### src/rtl/scan_decoder_pkg.sv
// Shared types and helpers for the scan decoder: mode encoding, one-hot
// expansion and prescaler count width.
package scan_decoder_pkg;

  typedef enum logic {
    MODE_DIRECT = 1'b0,
    MODE_SCAN   = 1'b1
  } mode_t;

  // Widest select the one-hot helper supports; callers truncate the result.
  localparam int MAX_SEL_W = 8;

  function automatic int count_w(input int div);
    return $clog2(div);
  endfunction

  function automatic logic [2**MAX_SEL_W-1:0] onehot(input logic [MAX_SEL_W-1:0] sel);
    return {{(2**MAX_SEL_W-1){1'b0}}, 1'b1} << sel;
  endfunction

endpackage

### src/rtl/scan_decoder_if.sv
// Bundle between the display controller (master) and the scan decoder (slave).
interface scan_decoder_if #(
  parameter int SEL_W = 3
);
  logic                  en;
  logic                  mode;
  logic [SEL_W-1:0]      a;
  logic [SEL_W-1:0]      scan_last;
  logic [2**SEL_W-1:0]   bcode;
  logic [SEL_W-1:0]      idx;
  logic                  tick;

  modport master (
    output en, mode, a, scan_last,
    input  bcode, idx, tick
  );

  modport slave (
    input  en, mode, a, scan_last,
    output bcode, idx, tick
  );
endinterface

### src/rtl/scan_decoder_prescaler.sv
// Scan-step prescaler: counts DIV cycles per step while run is high and
// emits a registered one-cycle tick on each wrap.
module scan_prescaler
  import scan_decoder_pkg::*;
#(
  parameter int DIV = 50000
) (
  input  logic                      clk,
  input  logic                      reset,
  input  logic                      run,
  input  logic                      clr,
  output logic [count_w(DIV)-1:0]   count_nxt,
  output logic                      wrap,
  output logic                      tick
);
  localparam int CNT_W = count_w(DIV);

  logic [CNT_W-1:0] count_q;
  logic             at_top;

  assign at_top = (count_q == CNT_W'(DIV - 1));
  assign wrap   = run && at_top;

  always_comb begin
    count_nxt = count_q;
    if (clr) begin
      count_nxt = '0;
    end else if (run) begin
      count_nxt = at_top ? '0 : count_q + 1'b1;
    end
  end

  always_ff @(posedge clk) begin
    if (reset) begin
      count_q <= '0;
      tick    <= 1'b0;
    end else begin
      count_q <= count_nxt;
      tick    <= wrap;
    end
  end

endmodule

### src/rtl/scan_decoder.sv
// Registered N-to-2^N one-hot decoder with direct and auto-scan modes.
// Define SCAN_BLANK_EN to blank bcode for BLANK_CNT cycles at each scan step.
module scan_decoder
  import scan_decoder_pkg::*;
#(
  parameter int SEL_W     = 3,
  parameter int DIV       = 50000,
  parameter int BLANK_CNT = 1
) (
  input  logic           clk,
  input  logic           reset,
  scan_decoder_if.slave  bus
);
  localparam int OUT_W = 2**SEL_W;
  localparam int CNT_W = count_w(DIV);

  if (DIV < 2) begin : g_bad_div
    $error("scan_decoder: DIV must be >= 2");
  end
  if (BLANK_CNT >= DIV) begin : g_bad_blank
    $error("scan_decoder: BLANK_CNT must be < DIV");
  end
  if (SEL_W > MAX_SEL_W) begin : g_bad_sel
    $error("scan_decoder: SEL_W exceeds MAX_SEL_W");
  end

  mode_t            mode_q;
  logic [SEL_W-1:0] idx_q;
  logic [SEL_W-1:0] idx_nxt;
  logic [SEL_W-1:0] scan_sel;
  logic [OUT_W-1:0] bcode_q;
  logic [CNT_W-1:0] cnt_nxt;
  logic             scan_req;
  logic             entry;
  logic             run;
  logic             wrap;
  logic             tick;
  logic             blank;

  assign scan_req = bus.en && (mode_t'(bus.mode) == MODE_SCAN);
  assign entry    = scan_req && (mode_q == MODE_DIRECT);
  assign run      = scan_req && (mode_q == MODE_SCAN);

  scan_prescaler #(
    .DIV (DIV)
  ) u_prescaler (
    .clk       (clk),
    .reset     (reset),
    .run       (run),
    .clr       (entry),
    .count_nxt (cnt_nxt),
    .wrap      (wrap),
    .tick      (tick)
  );

  // An index left above a lowered scan_last simply holds until the next wrap.
  assign idx_nxt  = wrap ? ((idx_q >= bus.scan_last) ? '0 : idx_q + 1'b1) : idx_q;
  assign scan_sel = entry ? '0 : idx_nxt;

`ifdef SCAN_BLANK_EN
  assign blank = (cnt_nxt < CNT_W'(BLANK_CNT));
`else
  logic unused_cnt;
  assign unused_cnt = ^cnt_nxt;
  assign blank      = 1'b0;
`endif

  always_ff @(posedge clk) begin
    if (reset) begin
      mode_q  <= MODE_DIRECT;
      idx_q   <= '0;
      bcode_q <= '0;
    end else if (!bus.en) begin
      bcode_q <= '0;
    end else begin
      mode_q <= mode_t'(bus.mode);
      if (mode_t'(bus.mode) == MODE_DIRECT) begin
        bcode_q <= OUT_W'(onehot(MAX_SEL_W'(bus.a)));
      end else begin
        idx_q   <= scan_sel;
        bcode_q <= blank ? '0 : OUT_W'(onehot(MAX_SEL_W'(scan_sel)));
      end
    end
  end

  assign bus.bcode = bcode_q;
  assign bus.idx   = idx_q;
  assign bus.tick  = tick;

endmodule

### src/flat_wrapper.sv
// flat-port wrapper written by rule: the top's interface ports become plain ports
module scan_decoder_flat import scan_decoder_pkg::*;
#(
  parameter int SEL_W     = 3,
  parameter int DIV       = 50000,
  parameter int BLANK_CNT = 1
)
  (clk, reset, bus_en, bus_mode, bus_a, bus_scan_last, bus_bcode, bus_idx, bus_tick);
  scan_decoder_if #(.SEL_W(SEL_W)) bus_i ();
  input  logic clk;
  input  logic reset;
  input wire logic [$bits(bus_i.en)-1:0] bus_en;
  input wire logic [$bits(bus_i.mode)-1:0] bus_mode;
  input wire logic [$bits(bus_i.a)-1:0] bus_a;
  input wire logic [$bits(bus_i.scan_last)-1:0] bus_scan_last;
  output wire logic [$bits(bus_i.bcode)-1:0] bus_bcode;
  output wire logic [$bits(bus_i.idx)-1:0] bus_idx;
  output wire logic [$bits(bus_i.tick)-1:0] bus_tick;
  assign bus_i.en = bus_en;
  assign bus_i.mode = bus_mode;
  assign bus_i.a = bus_a;
  assign bus_i.scan_last = bus_scan_last;
  assign bus_bcode = bus_i.bcode;
  assign bus_idx = bus_i.idx;
  assign bus_tick = bus_i.tick;
  scan_decoder #(.SEL_W(SEL_W), .DIV(DIV), .BLANK_CNT(BLANK_CNT)) u_core (.clk(clk), .reset(reset), .bus(bus_i));
endmodule
### config.mk
export PLATFORM = sky130hd
export DESIGN_NAME = scan_decoder_flat
export DESIGN_NICKNAME = d
export VERILOG_FILES = /design/src/rtl/scan_decoder_pkg.sv /design/src/rtl/scan_decoder_if.sv /design/src/rtl/scan_decoder_prescaler.sv /design/src/rtl/scan_decoder.sv /design/src/flat_wrapper.sv
export SDC_FILE = /design/constraint.sdc
export NUM_CORES = 1
export LEC_CHECK = 0
export BUFFER_PORTS_ARGS = -buffer_cell sky130_fd_sc_hd__buf_2
export CAP_MARGIN = 20
export CORE_MARGIN = 1
export CORE_UTILIZATION = 59
export CTS_BUF_LIST = sky130_fd_sc_hd__clkbuf_8 sky130_fd_sc_hd__clkbuf_16
export CTS_CLUSTER_DIAMETER = 30
export DETAILED_ROUTE_END_ITERATION = 6
export GPL_TIMING_DRIVEN = 1
export PLACE_DENSITY_LB_ADDON = 0.2
export SYNTH_ARGS = -nofsm -noshare
export SYNTH_HDL_FRONTEND = slang
export SYNTH_SLANG_ARGS = --single-unit
### constraint.sdc
create_clock -name clk -period 3.6 [get_ports clk]
set_input_delay 0.36 -clock clk [delete_from_list [all_inputs] [get_ports clk]]
set_output_delay 0.36 -clock clk [all_outputs]
set_load 0.05 [all_outputs]
Word level (Yosys, flattened, before mapping)
Cells that the tools add are included.

Reduce and logical (&&, ||, !) cells: 7. Equality and inequality tests: 1. Mux-type cells: 5. Add/sub/neg operators: 2. Magnitude comparators: 1. Bitwise gates (word level): 2. Shifts and indexed selects: 2.

Operator list (number): $add 16x1->16 const B (1); $eq 16x16->1 const B (1); $mux 16 (1); $shl 1x3->8 const A (2); $mux 3 (3); $mux 8 (1); $logic_and 1x1->1 (4); $reduce_or 2->1 (2); $add 3x1->3 const B (1); $ge 3x3->1 (1); $not 1->1 (2); $reduce_and 2->1 (1).

Input port bits: 10. Output and inout port bits: 12. Flip-flop bits (word level): 29.

Logic depth before layout (Yosys ltp)
Word-level depth: 7. Gate-level depth with buffers: 7. Mapped depth without buffers: 7.

By module
A second synthesis with hierarchy kept.

Cells, all modules: 185. Area total of the unflattened synthesis: 1717.9 um2.

By module, submodules not included: scan_prescaler (times used 1, cells an instance 106, sequential area each 340.3 um2, area each 992.2 um2); scan_decoder (times used 1, cells an instance 79, sequential area each 240.2 um2, area each 725.7 um2).

Worst setup path before layout
Ideal clock, no wire load.

Kind: register to register. Start: register u_core.idx_q[0] (netlist: u_core.bus.idx[0]). End: register u_core.bcode_q[1] (netlist: u_core.bus.bcode[1]). Buffers on the path: 0. Clock period less this slack: 2304 ps. Arrival time: 2212 ps. Library setup time: 92 ps. Path slack: 1296 ps. Stages on the path, launching flop included: 8. Cells stage by stage: dfxtp_1 -> inv_1 -> ha_1 -> nor2b_1 -> o21ai_1 -> or3_4 -> o311a_4 -> nor4_1.

Word-level cells in the longest chain between the ends: 6.

Ends and longest elaborated chain: start: declaration (line scan_decoder.sv:28) `logic [SEL_W-1:0] idx_q;`; start signal: assignment (line scan_decoder.sv:80) `idx_q <= scan_sel;`; $add 3x1->3 or $ge 3x3->1 (tied branches) (line scan_decoder.sv:57) `assign idx_nxt = wrap ? ((idx_q >= bus.scan_last) ? '0 : idx_q + 1'b1) : idx_q;`; $mux 3 (line scan_decoder.sv:57); $mux 3 * (line scan_decoder.sv:57); $mux 3 * (line scan_decoder.sv:58) `assign scan_sel = entry ? '0 : idx_nxt;`; $shl 1x3->8 * (line scan_decoder_pkg.sv:18) `return {{(2**MAX_SEL_W-1){1'b0}}, 1'b1} << sel;`; $mux 8 * (line scan_decoder.sv:77) `if (mode_t'(bus.mode) == MODE_DIRECT) begin`; end signal: assignment (line scan_decoder.sv:78) `bcode_q <= OUT_W'(onehot(MAX_SEL_W'(bus.a)));`; end signal: assignment (line scan_decoder.sv:81) `bcode_q <= blank ? '0 : OUT_W'(onehot(MAX_SEL_W'(scan_sel)));`; end: declaration (line scan_decoder.sv:31) `logic [OUT_W-1:0] bcode_q;`.

Mark *: on every way between the ends. The rest lies on a longest branch, timed or not. A chain may end at the register's enable or synchronous reset.

Final worst setup path
Start: register u_core.u_prescaler.count_q[11]. End: register u_core.bcode_q[5] (netlist: u_core.bus.bcode[5]).

Word-level cells in the longest chain between the ends: 6.

Ends and longest elaborated chain: start: declaration (line scan_decoder_prescaler.sv:18) `logic [CNT_W-1:0] count_q;`; start signal: assignment (line scan_decoder_prescaler.sv:38) `count_q <= count_nxt;`; $eq 16x16->1 (line scan_decoder_prescaler.sv:21) `assign at_top = (count_q == CNT_W'(DIV - 1));`; $logic_and 1x1->1 (line scan_decoder_prescaler.sv:22) `assign wrap = run && at_top;`; $mux 3 (line scan_decoder.sv:57); $mux 3 (line scan_decoder.sv:58); $shl 1x3->8 (line scan_decoder_pkg.sv:18); $mux 8 (line scan_decoder.sv:77).

Every way passes these cells.

==> out/metrics.yaml <==
worst-setup-path-type: "flip-flop to flip-flop"
post_cts_hold_fix_bufs: 0
synth_top_cells_by_area: "dfxtp_1, xnor2_1, nor2_1, ha_1, nor3_1"
power.switching_fraction_pct: 22.8
cts_inserted_buffers: 5
finalSetupViolCount: 0
power_per_cell_area_nw_per_um2: 395
grt-ovfl-total: 0
hold_viol: 0
timing.max_slew.rel_slack_pct: 60.1
drt-total-wl_um: 3270
placed_cells: 212
synth-xor-area-share_pct: 9.70
grt_pass1_vias: 1278
fin_skew_ns: 0.00218
globalRouteMet1Util_pct: 28.0
h-tree-depth: 2
cap_violations: 0
place.detailed.hpwl_um: 2400
dieHeight_um: 51.5
final_common_cell: "dfxtp_1"
grt.met2_usage_pct: 51.1
syn_area_sq_um: 1450
start_util_pct: 64.1
instances_no_fill: 221
synth_edf_count: 0
grt_setup_unrepaired: "false"
most_common_flop_cell_mapped_by_yosys: "dfxtp_1"
report.final.slew_viol_count: 0
synth_compound_area_share_pct: 13.2
area_added_between_synthesis_and_finish_pct: 15.9
post_cts.repair.setup_buffers: 0
timing.fmax_mhz: 400
post-synth-top-area-fraction_pct: 40.2
grt_max_degree: 17
clkSlewWorstSetupHoldPaths_ns: 0.06
timing.critical_path.required_ns: 3.78
synth-adder-area-share_pct: 4.33
measured_slew_at_the_worst_slew_check_pin_ns: 0.589
clk_pwr_share_pct: 44.0
fin_ws_ns: 1.10
asyncSetResetFlopFracSynth_pct: 0
yosysTopAreaCell: "dfxtp_1"
gp_congestion: 0.892
gr-max-usage-layer: "met2"
yosysSeqAreaShare_pct: 40.2
die_x_um: 51.5
placeableCoreArea_sq_um: 2250
yosys_warnings: 0
routed_wire_per_std_cell_um: 14.8
clock_tree_from_tritoncts: "done"
crit_path_end_kind: "flip-flop"
status: "complete, no violations"
drt.antenna.violating_nets: 0
synthMuxAreaShare_pct: 0
clock_latency_on_the_worst_skew_pair_ns: 0.28
ctsLongestPathBuffers: 2
number_of_nets_in_the_synthesized_netlist: 181
cts_num_sinks: 29
boundaryPins: 22
p_switching_mw: 0.151
combinational_family_with_the_most_area_after_synthesis: "simple AND/OR/NAND/NOR gates"
internal_power_mw: 0.511
p_seq_share_pct: 49.3
via_count: 1344
nets: 207
final_cell_mix: "dfxtp_1, nor2_1, buf_2, xnor2_1, nor3_1"
io_buffers: 21
ctsResizeCount: 0
yosys_register_bits: 29
n_antenna_cell: 0
crit_path_max_fanout: 8
root_buffer: "clkbuf_8"
critical_path_arrival_ns: 2.68
firstDrtPassIters: 4
grt_first_pass_wirelength_um: 5320
post_synth_inst_count: 166
crit_path_start_kind: "flip-flop"
drc: 0
design.die.area_sq_um: 2650
grt_use_total_pct: 27.9
pre_cts_ws_ns: 1.11
grt.met3_usage_pct: 9.06
vdd.ir_drop.worst_mv: 0.425
final_util_pct: 74.3
worst_hold_path_type: "input port to flip-flop"
power.static_leakage_nw: 0.622
netlist-cell-type-count: 36
p_comb_share_pct: 6.7
timing.final.crit_period_ns: 2.50
synth_area_per_cell_sq_um: 8.71
final_layout_size_suffix_gt1_share_pct: 17.6
drtIter0Drc: 35
layout_worst_path_cycle_share_pct: 69.4
routed_via_density: 6.08
std_cell_rows: 17
grt_antenna_before_repair: 0
fin_tns_setup_ns: 0
fillCellCount: 183
post_synth_and_or_nand_nor_area_fraction_pct: 28.5
cells by family after synthesis:
family	after synthesis
adders and majority gates	5
DFF	29
and+or+nand+nor	78
AOI/OAI and AO/OA	24
buffers and inverters	14
xor gates and xnor gates	16
path summary, 6_finish.rpt:
path | startpoint | cells after the start | slack [ns] | to
worst max-delay path | u_core.u_prescaler.count_q[11]$_SDFFE_PP0P_ | 5 | 1.10 | u_core.bus.bcode[5]$_SDFF_PP0_
worst max register to register | u_core.u_prescaler.count_q[11]$_SDFFE_PP0P_ | 5 | 1.10 | u_core.bus.bcode[5]$_SDFF_PP0_
worst min register to register | u_core.u_prescaler.count_q[1]$_SDFFE_PP0P_ | 2 | 0.54 | u_core.u_prescaler.count_q[1]$_SDFFE_PP0P_
worst min-delay path | reset | 2 | 0.32 | u_core.u_prescaler.tick$_SDFF_PP0_
per-stage QoR:
| stage | hold slack (ns) | area [sq um] | total power, mW |
|---|---|---|---|
| 6_report | 0.317 | 1680 | 0.662 |
| 5_1_grt | 0.324 | 1680 | 0.689 |
| 4_1_cts | 0.306 | 1670 | 0.667 |
| 3_5_place_dp | 0.522 | 1570 | 0.376 |
| 3_3_place_gp | 0.516 | 1570 | 0.373 |
| 2_1_floorplan | 0.429 | 1450 | 0.360 |
critical path, stage by stage (launching register included):
cell and delay [ns]:
dfxtp_1 0.34, or4b_1 0.53, or3_1 0.50, or3_4 0.43, o311a_4 0.34, nor3_1 0.25
metal layers:
layer  up-vias  share of wire [%]  wire length [um]
li1        652                  -                 -
met1       613                 40              1290
met2        63                 51              1680
met3        16                5.5               180
met4         0                3.4               110
met5         -                  0                 0
flip-flops by register name (all words and copies together), names as in the netlist:
register	flops
u_core.bus.idx	3
u_core.u_prescaler.tick	1
u_core.mode_q	1
u_core.bus.bcode	8
u_core.u_prescaler.count_q	16
power by group through the flow:
stage | logic (mW) | clock network, mW | registers [mW]
after floorplan | 0.0222 | 0 | 0.338
final | 0.0446 | 0.291 | 0.326
after global placement | 0.0399 | 0 | 0.333
after CTS | 0.0429 | 0.298 | 0.326
after global routing | 0.0477 | 0.315 | 0.326
after detailed placement | 0.0424 | 0 | 0.333
final cells by class:
cell class | instances | area, sq um | area share (%)
Inverter | 11 | 41.3 | 2.46
Clock inverter | 1 | 5.00 | 0.299
Timing Repair Buffer | 22 | 113 | 6.72
Tap cell | 28 | 35.0 | 2.09
Clock buffer | 7 | 96.3 | 5.75
Multi-Input combinational cell | 123 | 805 | 48.0
Sequential cell | 29 | 581 | 34.7
cells in the mapped netlist, drive strengths merged, types with 3 or more instances:
master / count
or3: 3
dfxtp: 29
xnor2: 13
nand2: 11
and4: 3
nor3: 12
o21ai: 3
a21oi: 6
nor2: 21
ha: 5
nand3: 9
o211ai: 4
inv: 11
nor4: 8
o311ai: 3
xor2: 3
Note: power is estimated with default switching activity, not from simulation.
